--- src/rtl/fetch_queue.sv ---
// -----------------------------------------------------------------------------
// fetch_queue
//
// Instruction-fetch front end: PC generator, single-outstanding-request
// instruction-memory handshake (tolerates multi-cycle latency) and a
// DEPTH-entry prefetch FIFO of {instr, pc+2} feeding the IF/ID latch.
// Handles redirect flush (with drain of an in-flight request), decode
// back-pressure and HALT.
//
// Optional feature macro: FETCH_BYPASS_EN
//   defined   -> a word returning while the FIFO is empty in FETCH is shown on
//                id_* in the same cycle (and only written if decode stalls).
//   undefined -> no bypass; done-to-id_valid latency is one cycle.
//
// Parameters
//   WIDTH     instruction / address width
//   DEPTH     prefetch FIFO entries (power of two, >= 2)
//   RESET_PC  fetch address after reset
//
// Ports
//   clk, rst                 clock, synchronous active-high reset
//   imem_addr / imem_rd      request address / read strobe to instruction memory
//   imem_data / imem_done    returned word / completion strobe
//   redirect / redirect_pc   taken branch/jump: flush and refetch from redirect_pc
//   halt                     stop fetching once the in-flight request finishes
//   id_stall                 decode cannot accept this cycle
//   id_valid/id_instr/id_pc2 head instruction and its address + 2
//   count                    FIFO occupancy
//   err                      sticky: imem_done seen without imem_rd
// -----------------------------------------------------------------------------
module fetch_queue #(
  parameter int               WIDTH    = 16,
  parameter int               DEPTH    = 4,
  parameter logic [WIDTH-1:0] RESET_PC = '0
) (
  input  logic                   clk,
  input  logic                   rst,
  output logic [WIDTH-1:0]       imem_addr,
  output logic                   imem_rd,
  input  logic [WIDTH-1:0]       imem_data,
  input  logic                   imem_done,
  input  logic                   redirect,
  input  logic [WIDTH-1:0]       redirect_pc,
  input  logic                   halt,
  input  logic                   id_stall,
  output logic                   id_valid,
  output logic [WIDTH-1:0]       id_instr,
  output logic [WIDTH-1:0]       id_pc2,
  output logic [$clog2(DEPTH):0] count,
  output logic                   err
);

  localparam int               AW      = $clog2(DEPTH);
  localparam logic [AW:0]      FULL    = (AW+1)'(DEPTH);
  localparam logic [WIDTH-1:0] PC_STEP = WIDTH'(2);

  typedef enum logic [1:0] {S_FETCH, S_DRAIN, S_HALT} state_t;

  state_t           r_state, w_state_next;
  logic [WIDTH-1:0] r_fetch_pc, w_fetch_pc_next;
  logic [WIDTH-1:0] r_drain_addr, w_drain_addr_next;
  logic             r_halt_pend, w_halt_pend_next;
  logic [AW-1:0]    r_rd_ptr, r_wr_ptr;
  logic [AW:0]      r_count;
  logic             r_err;

  logic [WIDTH-1:0] r_mem_instr [DEPTH];
  logic [WIDTH-1:0] r_mem_pc2   [DEPTH];

  logic             w_fifo_valid, w_fetch_done, w_outstanding;
  logic             w_bypass, w_push, w_pop;
  logic [WIDTH-1:0] w_pc2;

  // Memory request side. A request in FETCH is only issued with a free slot;
  // while it waits nothing can be pushed, so imem_rd and imem_addr stay put.
  always_comb begin
    imem_rd   = 1'b0;
    imem_addr = r_fetch_pc;
    case (r_state)
      S_FETCH: imem_rd = !rst && (r_count != FULL);
      S_DRAIN: begin
        imem_rd   = !rst;
        imem_addr = r_drain_addr;
      end
      default: imem_rd = 1'b0;
    endcase
  end

  assign w_pc2         = r_fetch_pc + PC_STEP;
  assign w_fifo_valid  = (r_count != '0);
  assign w_fetch_done  = (r_state == S_FETCH) && imem_rd && imem_done;
  assign w_outstanding = imem_rd && !imem_done;

`ifdef FETCH_BYPASS_EN
  assign w_bypass = w_fetch_done && !w_fifo_valid && !redirect;
`else
  assign w_bypass = 1'b0;
`endif

  // A bypassed word that decode takes immediately never enters the FIFO.
  // Redirect clears the FIFO, which also voids any pop in that cycle.
  assign w_push = w_fetch_done && !redirect && !(w_bypass && !id_stall);
  assign w_pop  = w_fifo_valid && !id_stall && !redirect;

  assign id_valid = w_fifo_valid || w_bypass;
  assign count    = r_count;
  assign err      = r_err;

  always_comb begin
    id_instr = '0;
    id_pc2   = '0;
    if (w_bypass) begin
      id_instr = imem_data;
      id_pc2   = w_pc2;
    end else if (w_fifo_valid) begin
      id_instr = r_mem_instr[r_rd_ptr];
      id_pc2   = r_mem_pc2[r_rd_ptr];
    end
  end

  // Next-state logic.
  always_comb begin
    w_state_next      = r_state;
    w_fetch_pc_next   = r_fetch_pc;
    w_drain_addr_next = r_drain_addr;
    w_halt_pend_next  = r_halt_pend;
    if (redirect) begin
      // Redirect overrides halt. An in-flight request cannot be withdrawn,
      // so its address is held in DRAIN until memory answers.
      w_fetch_pc_next  = redirect_pc;
      w_halt_pend_next = 1'b0;
      if (w_outstanding) begin
        w_state_next      = S_DRAIN;
        w_drain_addr_next = imem_addr;
      end else begin
        w_state_next = S_FETCH;
      end
    end else begin
      case (r_state)
        S_FETCH: begin
          if (w_fetch_done) w_fetch_pc_next = w_pc2;
          if (halt || r_halt_pend) begin
            if (w_outstanding) begin
              w_halt_pend_next = 1'b1;
            end else begin
              w_halt_pend_next = 1'b0;
              w_state_next     = S_HALT;
            end
          end
        end
        S_DRAIN: begin
          if (halt) w_halt_pend_next = 1'b1;
          if (imem_done) begin
            w_state_next     = (halt || r_halt_pend) ? S_HALT : S_FETCH;
            w_halt_pend_next = 1'b0;
          end
        end
        default: ;
      endcase
    end
  end

  always_ff @(posedge clk) begin
    if (rst) begin
      r_state      <= S_FETCH;
      r_fetch_pc   <= RESET_PC;
      r_drain_addr <= '0;
      r_halt_pend  <= 1'b0;
      r_rd_ptr     <= '0;
      r_wr_ptr     <= '0;
      r_count      <= '0;
      r_err        <= 1'b0;
    end else begin
      r_state      <= w_state_next;
      r_fetch_pc   <= w_fetch_pc_next;
      r_drain_addr <= w_drain_addr_next;
      r_halt_pend  <= w_halt_pend_next;
      if (redirect) begin
        r_rd_ptr <= '0;
        r_wr_ptr <= '0;
        r_count  <= '0;
      end else begin
        if (w_push) r_wr_ptr <= r_wr_ptr + AW'(1);
        if (w_pop)  r_rd_ptr <= r_rd_ptr + AW'(1);
        r_count <= r_count + (AW+1)'(w_push) - (AW+1)'(w_pop);
      end
      r_err <= r_err || (imem_done && !imem_rd);
    end
  end

  // FIFO storage; contents need no reset since count gates visibility.
  always_ff @(posedge clk) begin
    if (w_push) begin
      r_mem_instr[r_wr_ptr] <= imem_data;
      r_mem_pc2[r_wr_ptr]   <= w_pc2;
    end
  end

endmodule

--- config.mk ---
export PLATFORM = sky130hd
export DESIGN_NAME = fetch_queue
export DESIGN_NICKNAME = d
export VERILOG_FILES = /design/src/rtl/fetch_queue.sv
export SDC_FILE = /design/constraint.sdc
export NUM_CORES = 1
export LEC_CHECK = 0
export BUFFER_PORTS_ARGS = -buffer_cell sky130_fd_sc_hd__buf_2
export CORE_MARGIN = 2
export CORE_UTILIZATION = 45
export CTS_BUF_LIST = sky130_fd_sc_hd__clkbuf_16
export DETAILED_ROUTE_END_ITERATION = 12
export PLACE_DENSITY = 0.68
export REMOVE_ABC_BUFFERS = 1
export SYNTH_ARGS = -nofsm -noshare
export SYNTH_HDL_FRONTEND = slang
export SYNTH_SLANG_ARGS = --single-unit
--- constraint.sdc ---
create_clock -name clk -period 2.45 [get_ports clk]
set_input_delay 0.3675 -clock clk [delete_from_list [all_inputs] [get_ports clk]]
set_output_delay 0.3675 -clock clk [all_outputs]
set_load 0.02 [all_outputs]
== Word level (Yosys, flattened, before mapping) ==
Memory sizes are Yosys's and may differ from the RTL's. A register that Yosys moved wholly into a read port is not among the register bits.
Index checks and enable logic that the tools add are counted.
Word-level totals
  bits in registers: 43
  RAM bits: 128
  output and inout bits: 54
  word-level logic and storage cells: 73
  memories kept: 2
Cells by class
  $add $sub $neg: 5
  equality and inequality tests: 7
  mux-type cells: 25
  reductions and logical operators: 26
Memory list
  r_mem_instr: words 4, bits a word 16, rd ports 1, clocked after memory_dff 1, write ports 1, line 67  | logic [WIDTH-1:0] r_mem_instr [DEPTH];
  r_mem_pc2: words 4, bits a word 16, rd ports 1, clocked after memory_dff 1, write ports 1, line 68  | logic [WIDTH-1:0] r_mem_pc2 [DEPTH];
Operator list (count)
  $mux 16: 6
  $mux 2: 9
  $add 16x2->16 const B: 1
  $ne 3x3->1 const B: 4
  $logic_and 1x1->1: 8
  $mux 1: 7
  $reduce_bool 2->1: 3
  $reduce_bool 3->1: 2
  $logic_not 1->1: 5
  $add 2x1->2 const B: 2
  $pmux 1 s2: 2
  $pmux 2 s2: 1
  $reduce_and 2->1: 2
  $reduce_and 4->1: 1
  $add 3x1->3: 1
  $ne 3x2->1 const B: 1
  $reduce_and 3->1: 1
  $sub 3x1->3: 1
  $eq 2x1->1 const B: 1
  $logic_not 2->1: 1
  $logic_or 1x1->1: 2
  $ne 2x1->1 const B: 1
  $reduce_or 2->1: 1

== Logic depth before layout (Yosys ltp) ==
Gate-level depths: netlist of run 1.
  depth in word-level cells: 8
  gate-level depth with buffers: 13
  depth with buffers taken out: 11

== Worst setup path after synthesis of run 1 ==
OpenSTA, ideal clock, no wires.
  path type: register -> register
  start: reg r_count[1] (netlist: count[1])
  end: mem r_mem_instr[0][0], enable pin
  library setup time: 392 ps
  data arrival time: 2190 ps
  data required time: 2058 ps
  setup slack: -132 ps
  stages on the path, launching flop included: 7
  buffers on the path: 3
  cells stage by stage: dfxtp_1 or3b_1 clkbuf_1 and2_1 buf_2 buf_2 and3_1
On the way
  longest elaborated chain between the ends: 8
RTL lines
  from (decl): line 64  | logic [AW:0] r_count;
  from (signal assigned): line 185  | r_count <= r_count + (AW+1)'(w_push) - (AW+1)'(w_pop);
  $ne 3x3->1: line 80  | S_FETCH: imem_rd = !rst && (r_count != FULL);
  $logic_and 1x1->1: line 80
  $pmux 1 s2: line 79  | case (r_state)
  $logic_and 1x1->1 (2 in a row): line 91  | assign w_fetch_done = (r_state == S_FETCH) && imem_rd && imem_done;
  $logic_and 1x1->1: line 102  | assign w_push = w_fetch_done && !redirect && !(w_bypass && !id_stall);
  $mux 1: line 193  | if (w_push) begin
  $mux 1 (implied by the code): line 194  | r_mem_instr[r_wr_ptr] <= imem_data;
  to (decl): line 67
Every way passes these cells.

==> results of run 1 <==
==> layer usage <==
metal / up-vias / GRT usage / wire (µm)
met5: - / 0 / 0
met4: 0 / 0.0495 / 144
met3: 8 / 0.0515 / 637
met2: 116 / 0.279 / 7030
met1: 2135 / 0.218 / 6470
li1: 2010 / - / -
==> placed cells by master (no fill, tap or decap), drive strengths merged, types with 9 or more instances in the layout <==
cell type,instances
xor2,9
edfxtp,128
buf,109
nor2,40
nor3,9
mux4,32
xnor2,13
dfxtp,45
clkbuf,17
nand2,10
mux2i,17
nor2b,33
mux2,16
inv,20
==> state kept, by name, summed over array words and instances (netlist names), named ones only <==
| signal | flops |
|---|---|
| r_drain_addr | 16 |
| r_mem_instr | 64 |
| r_rd_ptr | 2 |
| r_fetch_pc | 16 |
| r_mem_pc2 | 64 |
| err | 1 |
| r_state | 2 |
| r_halt_pend | 1 |
| r_wr_ptr | 2 |
| count | 3 |
==> what timing repair did <==
action                                  CTS  global route
endpoints found under the setup margin    0             1
gates resized for setup                   0             2
hold buffers                              0             0
==> report_power, final <==
group	leakage (nW)	internal, W	switching [W]
Combinational	1.31	0.000164	0.000232
Sequential	1.53	0.00320	0.0000505
Clock	0.315	0.00179	0.00105
==> metrics by stage <==
stage / std cells / hold WS (ns) / instance area [µm²] / setup slack [ns]
floorplan: 453 / 0.440 / 7160 / -1.42
global placement: 778 / 0.446 / 8110 / 0.0970
detailed placement: 778 / 0.458 / 8110 / 0.0131
CTS: 809 / 0.139 / 8730 / 0.0277
global route: 809 / 0.143 / 8740 / 0.0431
finish: 809 / 0.156 / 8740 / 0.152
==> worst max path at each step <==
stage,endpoint,start
after CTS,count[2],r_state[1]
after detailed placement,count[2],rst
final,id_pc2[3],register
after global placement,count[2],rst
after floorplan,count[2],count[1]
after global routing,count[2],r_state[0]
==> cells in the mapped netlist, types with 2 or more instances <==
library cell	number
nor4_1	2
a21oi_1	7
nor2_1	40
edfxtp_1	128
nand2b_1	5
a221oi_1	2
a21boi_0	3
buf_1	3
buf_6	3
nor4b_1	3
clkbuf_1	10
ha_1	7
dlygate4sd1_1	3
inv_1	17
o21ai_0	4
and4_1	3
dfxtp_1	45
nand3_1	5
xor2_1	9
and2_1	3
and3_1	4
a211oi_1	5
clkbuf_8	2
mux2i_1	17
xnor2_1	13
nor2b_1	33
o311a_1	5
a311oi_1	4
mux4_2	32
mux2_2	16
nor3_1	9
nand2_1	10
buf_2	10
nand4_1	6
nor3b_1	3
==> cell families (layout without fill, tap and decap cells) <==
logic type      Yosys count  count (layout)  synth area share
flops                   173             173             0.644
simple gates            132             132            0.0977
mux                      65              65             0.145
buf+inv                  50             157            0.0357
compound gates           36              36            0.0360
xor+xnor                 22              22            0.0262
fa+ha+maj                 8               8            0.0146
==> layout make-up <==
cell class              instances  area [µm²]  area share
clock buffers                  17         425      0.0487
clock inverters                14         201      0.0230
inverters                      17        63.8     0.00730
multi-input cells             263        2380       0.272
flip-flops and latches        173        4750       0.543
well taps                     216         270      0.0309
repair buffers                109         653      0.0747
==> critical path, stage by stage, from the launching register on <==
cell,delay (ns)
dfxtp_2,0.34
buf_12,0.26
mux4_2,0.54
nor2b_1,0.17
buf_2,0.18
==> run metrics, run 1 <==
r2r endpoint count[2]; routed len/inst 17.7 µm; clk buf depth 2; R2R cell count 11; initial antenna violation count 0; final core occ 0.548; biggest area consumer among synthesized cells edfxtp_1; routed wire length 14.3 mm; Pwr Total 0.00649 W; main flop type after synthesis edfxtp_1; max-slew violation count 0; CTS tree done; Skew-Pair Late Insertion Delay 0.43 ns; clock-pin slew on the worst setup and hold paths 0.06 ns; hold path depth 1; Post-Synthesis Cell Area 0.00736 mm²; Core Rows 46; number of DRC violations after detailed-routing iteration 0 264; vias per cell 5.28; period utilisation layout 0.938; CP Class register to output port; initial core utilization 0.462; CP arrival 1.93 ns; vias in the first global route 4335; Total Routing Usage GR 0.170; post-synthesis sequential area ratio 0.644; Yosys top cell area share 0.522; hold crit path type input port to register; PwrDens 743 mW/mm²; Worst-Margin Slew 0.532 ns; die height 132 µm; First-pass DRT Iterations 5; fraction of layout cells with a size suffix above 1 0.331; Setup TNS 0 ns; diode count 0; vias 4269; Layout Skew 0.0130 ns; Ys Warns 0; CTS Buf Count 17; core area 0.0159 mm²; CTS Root Cell clkbuf_16; Avg Cell Area, Syn 15.2 µm²; Reg2Reg Setup Slack 0.17 ns; Final GP Congestion 0.822; Req. time, crit path 2.08 ns; LEAKAGE 3.16 nW; largest net degree at the start of global routing 35; beginning of the worst hold path imem_data[12]; total grt overflow 0; IO Port Bufs 91; final hold violations 0; Peak VDD IR 0.562 mV; final antenna-violating net count 0; Crit Path Max Fanout 32; Yosys reg bits 173; Synth async-reset ratio 0; Synth Instances 486; CP Launch Type register; first-pass GRT wire length 22.6 mm; slew margin rel. 0.642; Synth area leaders edfxtp_1, dfxtp_1, mux4_2; H-tree depth 4; area grow syn2layout 18.7%; # fillers 1315; Die Span X 132 µm; Ports 92; Die Area 0.0174 mm²; synth unique cells 50; launch point of the worst reg-to-reg path r_state[0]; unrepaired setup endpoints after global routing no; Final Critical Period 2.30 ns; Post-DP HPWL 9.13 mm; worst hold endpoint r_mem_instr[3][12]; # DRC 0; max_cap viols 0; number of flops mapped to enable cells by yosys 128; CP Capture Type output port; Final setup viols 0; Sink Count 173; fmax 435 MHz; status finished clean; Post-layout nets 627; Setup Buffers After CTS 0
(Power assumes the default switching activity.)
==> run 2, diff against run 1 <==
--- a/config.mk
+++ b/config.mk
@@ -11,7 +11,6 @@
 export CTS_BUF_LIST = sky130_fd_sc_hd__clkbuf_16
 export DETAILED_ROUTE_END_ITERATION = 12
 export PLACE_DENSITY = 0.68
-export REMOVE_ABC_BUFFERS = 1
 export SYNTH_ARGS = -nofsm -noshare
 export SYNTH_HDL_FRONTEND = slang
 export SYNTH_SLANG_ARGS = --single-unit
==> run 2 against run 1 <==
Compared with the run above: routed wire length is 1.3% lower; sequential power barely moved; cell area is 0.76% lower; core utilization shrank 0.42 points; first-iteration DRC count shrank 20%; maximum frequency down 1.1%; highest routed layer unchanged; clock skew is 0.0033 ns lower; worst hold slack improved by 0.0088 ns; final cell count is 0.12% lower.
==> run metrics, run 2 (synthesis results as in run 1) <==
routed wire length 14.1 mm (-1.3%); PwrDens 709 mW/mm² (-4.5%); CP Capture Type register; CP peak stage delay 0.37 ns (-0.17 ns); max_cap viols 0 (unchanged); Cell Chain, Critical Path nor4b_4 -> nand2_1 -> nor2_1 -> inv_1 -> ha_1 -> inv_1 -> ha_1 -> fa_2 -> xnor2_1 -> xnor2_1 -> nor2_1; final antenna-violating net count 0 (unchanged); unrepaired setup endpoints after global routing no; die height 132 µm (unchanged); share of power burned in registers 0.528 (+0.027); largest net degree at the start of global routing 35 (unchanged); routed len/inst 17.4 µm (-1.1%); Crit Path Max Fanout 8 (-75%); CP Launch Type register; Clk network pwr share 0.407 (-0.031); Final Critical Period 2.32 ns (+0.0246 ns); syn_nets 532; # fillers 1351 (+2.7%); Skew-Pair Late Insertion Delay 0.42 ns (about the same); initial antenna violation count 0 (unchanged); Post-Place Worst Slack -0.0226 ns (-0.0357 ns); final core occ 0.544 (-0.00416); Die Area 0.0174 mm² (unchanged); Sw Pwr 0.00131 W (-1.8%); hold crit path type input port to register; CP Class register to register; Setup TNS 0 ns (unchanged); Slowest cell on crit path dfxtp_4; Peak VDD IR 0.460 mV (-18%); status finished clean; number of DRC violations after detailed-routing iteration 0 211 (-20%); CTS Root Cell clkbuf_16; core area 0.0159 mm² (unchanged); Worst-Margin Slew 0.566 ns (+0.0343 ns); clock-pin slew on the worst setup and hold paths 0.06 ns (about the same); vias in the first global route 4394 (+1.4%); Ports 92 (unchanged); period utilisation layout 0.948 (+0.0101); H-tree depth 4 (unchanged); final hold violations 0 (unchanged); CP arrival 2.62 ns (+0.69 ns); Setup Buffers After CTS 0 (unchanged); commonest non-fill, non-tap cell in the layout edfxtp_1; LEAKAGE 3.10 nW (-1.7%); commonest non-fill, non-tap cells in the layout edfxtp_1, buf_2, nor2_1, dfxtp_1, nor2b_1; first-pass GRT wire length 22.5 mm (-0.37%); # DRC 0 (unchanged); Layout Skew 0.00968 ns (-0.00332 ns); Die Span X 132 µm (unchanged); final worst slack 0.127 ns (-0.0246 ns); Final GP Congestion 0.812 (-1.2%); IO Port Bufs 91 (unchanged); area grow syn2layout 17.8%; Top Registers r_mem_instr x64, r_mem_pc2 x64; total grt overflow 0 (unchanged); Post-DP HPWL 9.01 mm (-1.4%); combinational share of power 0.065 (+0.004); CTS Buf Count 17 (unchanged); clk buf depth 2 (unchanged); Req. time, crit path 2.75 ns (+0.67 ns); vias per cell 5.23 (-0.93%); initial core utilization 0.462 (unchanged); fraction of layout cells with a size suffix above 1 0.334 (+0.00394); internal power 0.00484 W (-6.1%); Core Rows 46 (unchanged); Sink Count 173 (unchanged); Final setup viols 0 (unchanged); diode count 0 (unchanged); fmax 431 MHz (-1.1%); CTS tree done; max-slew violation count 0 (unchanged); Post-layout nets 627 (unchanged); slew margin rel. 0.619 (-0.0231); First-pass DRT Iterations 4 (-1); Sw Share 0.213 (+0.00752); Total Routing Usage GR 0.167 (-0.00293); vias 4224 (-1.1%)
-- run 2: cell types whose count changed in the layout (fill, tap and decap cells not counted) --
cell and delta:
bufinv_16 -3, clkinv_1 +2, clkinv_2 -2, clkinv_4 -2, clkinvlp_4 +4, dfxtp_1 -3
dfxtp_2 +2, dfxtp_4 +1, fa_1 -1, fa_2 +1, inv_1 -1, inv_6 +1
-- run 2: path summary, 6_finish.rpt --
kind	start	endpoint	slack [ns]	cells after the start
setup / recovery	r_state[1]	count[2]	0.13	11
hold / removal	imem_data[12]	r_mem_instr[0][12]	0.16	1
setup reg to reg	r_state[1]	count[2]	0.13	11
hold reg to reg	err	err	0.49	2
-- run 2: layer usage --
layer  global-route usage  wire length [µm]  up-vias  share of wire
met2                0.266              6690      105           0.47
met5                    0                 0        -              0
met4               0.0501               119        0         0.0084
li1                     -                 -     2011              -
met1                0.224              6540     2099           0.46
met3               0.0454               753        9          0.053
-- run 2: cell type report --
class	instances	area (µm²)	area share
Multi-Input combinational cell	263	2380	0.275
Timing Repair Buffer	109	653	0.0753
Clock buffer	17	425	0.0490
Tap cell	216	270	0.0312
Sequential cell	173	4750	0.548
Clock inverter	13	126	0.0146
Inverter	17	63.8	0.00736
-- run 2: critical path: cells and delay by family (launching register included) --
kind,cells,cell delay [ns]
and+or+nand+nor,4,0.58
DFF,1,0.37
xor gates and xnor gates,2,0.33
adders and majority gates,3,0.82
buffers and inverters,2,0.10
-- run 2: power by group through the flow --
| stage | logic [W] | clock network, W | registers, W |
|---|---|---|---|
| after floorplan | 0.000277 | 0 | 0.00329 |
| after global placement | 0.000388 | 0 | 0.00331 |
| after detailed placement | 0.000399 | 0 | 0.00331 |
| after CTS | 0.000402 | 0.00257 | 0.00325 |
| after global routing | 0.000437 | 0.00268 | 0.00326 |
| final | 0.000399 | 0.00250 | 0.00325 |
-- run 2: what timing repair did --
action                     4_1_cts  5_1_grt
gates resized for setup          0        3
setup endpoints to repair        0        1
hold endpoints to repair         0        0
hold buffers                     0        0
-- run 2: per-stage QoR --
step	cells	total power (W)	instance area [µm²]	hold slack [ns]
after floorplan	486	0.00357	7380	0.454
after global placement	778	0.00370	8120	0.452
after detailed placement	778	0.00371	8120	0.457
after CTS	808	0.00622	8670	0.147
after global routing	808	0.00638	8680	0.151
final	808	0.00616	8680	0.165
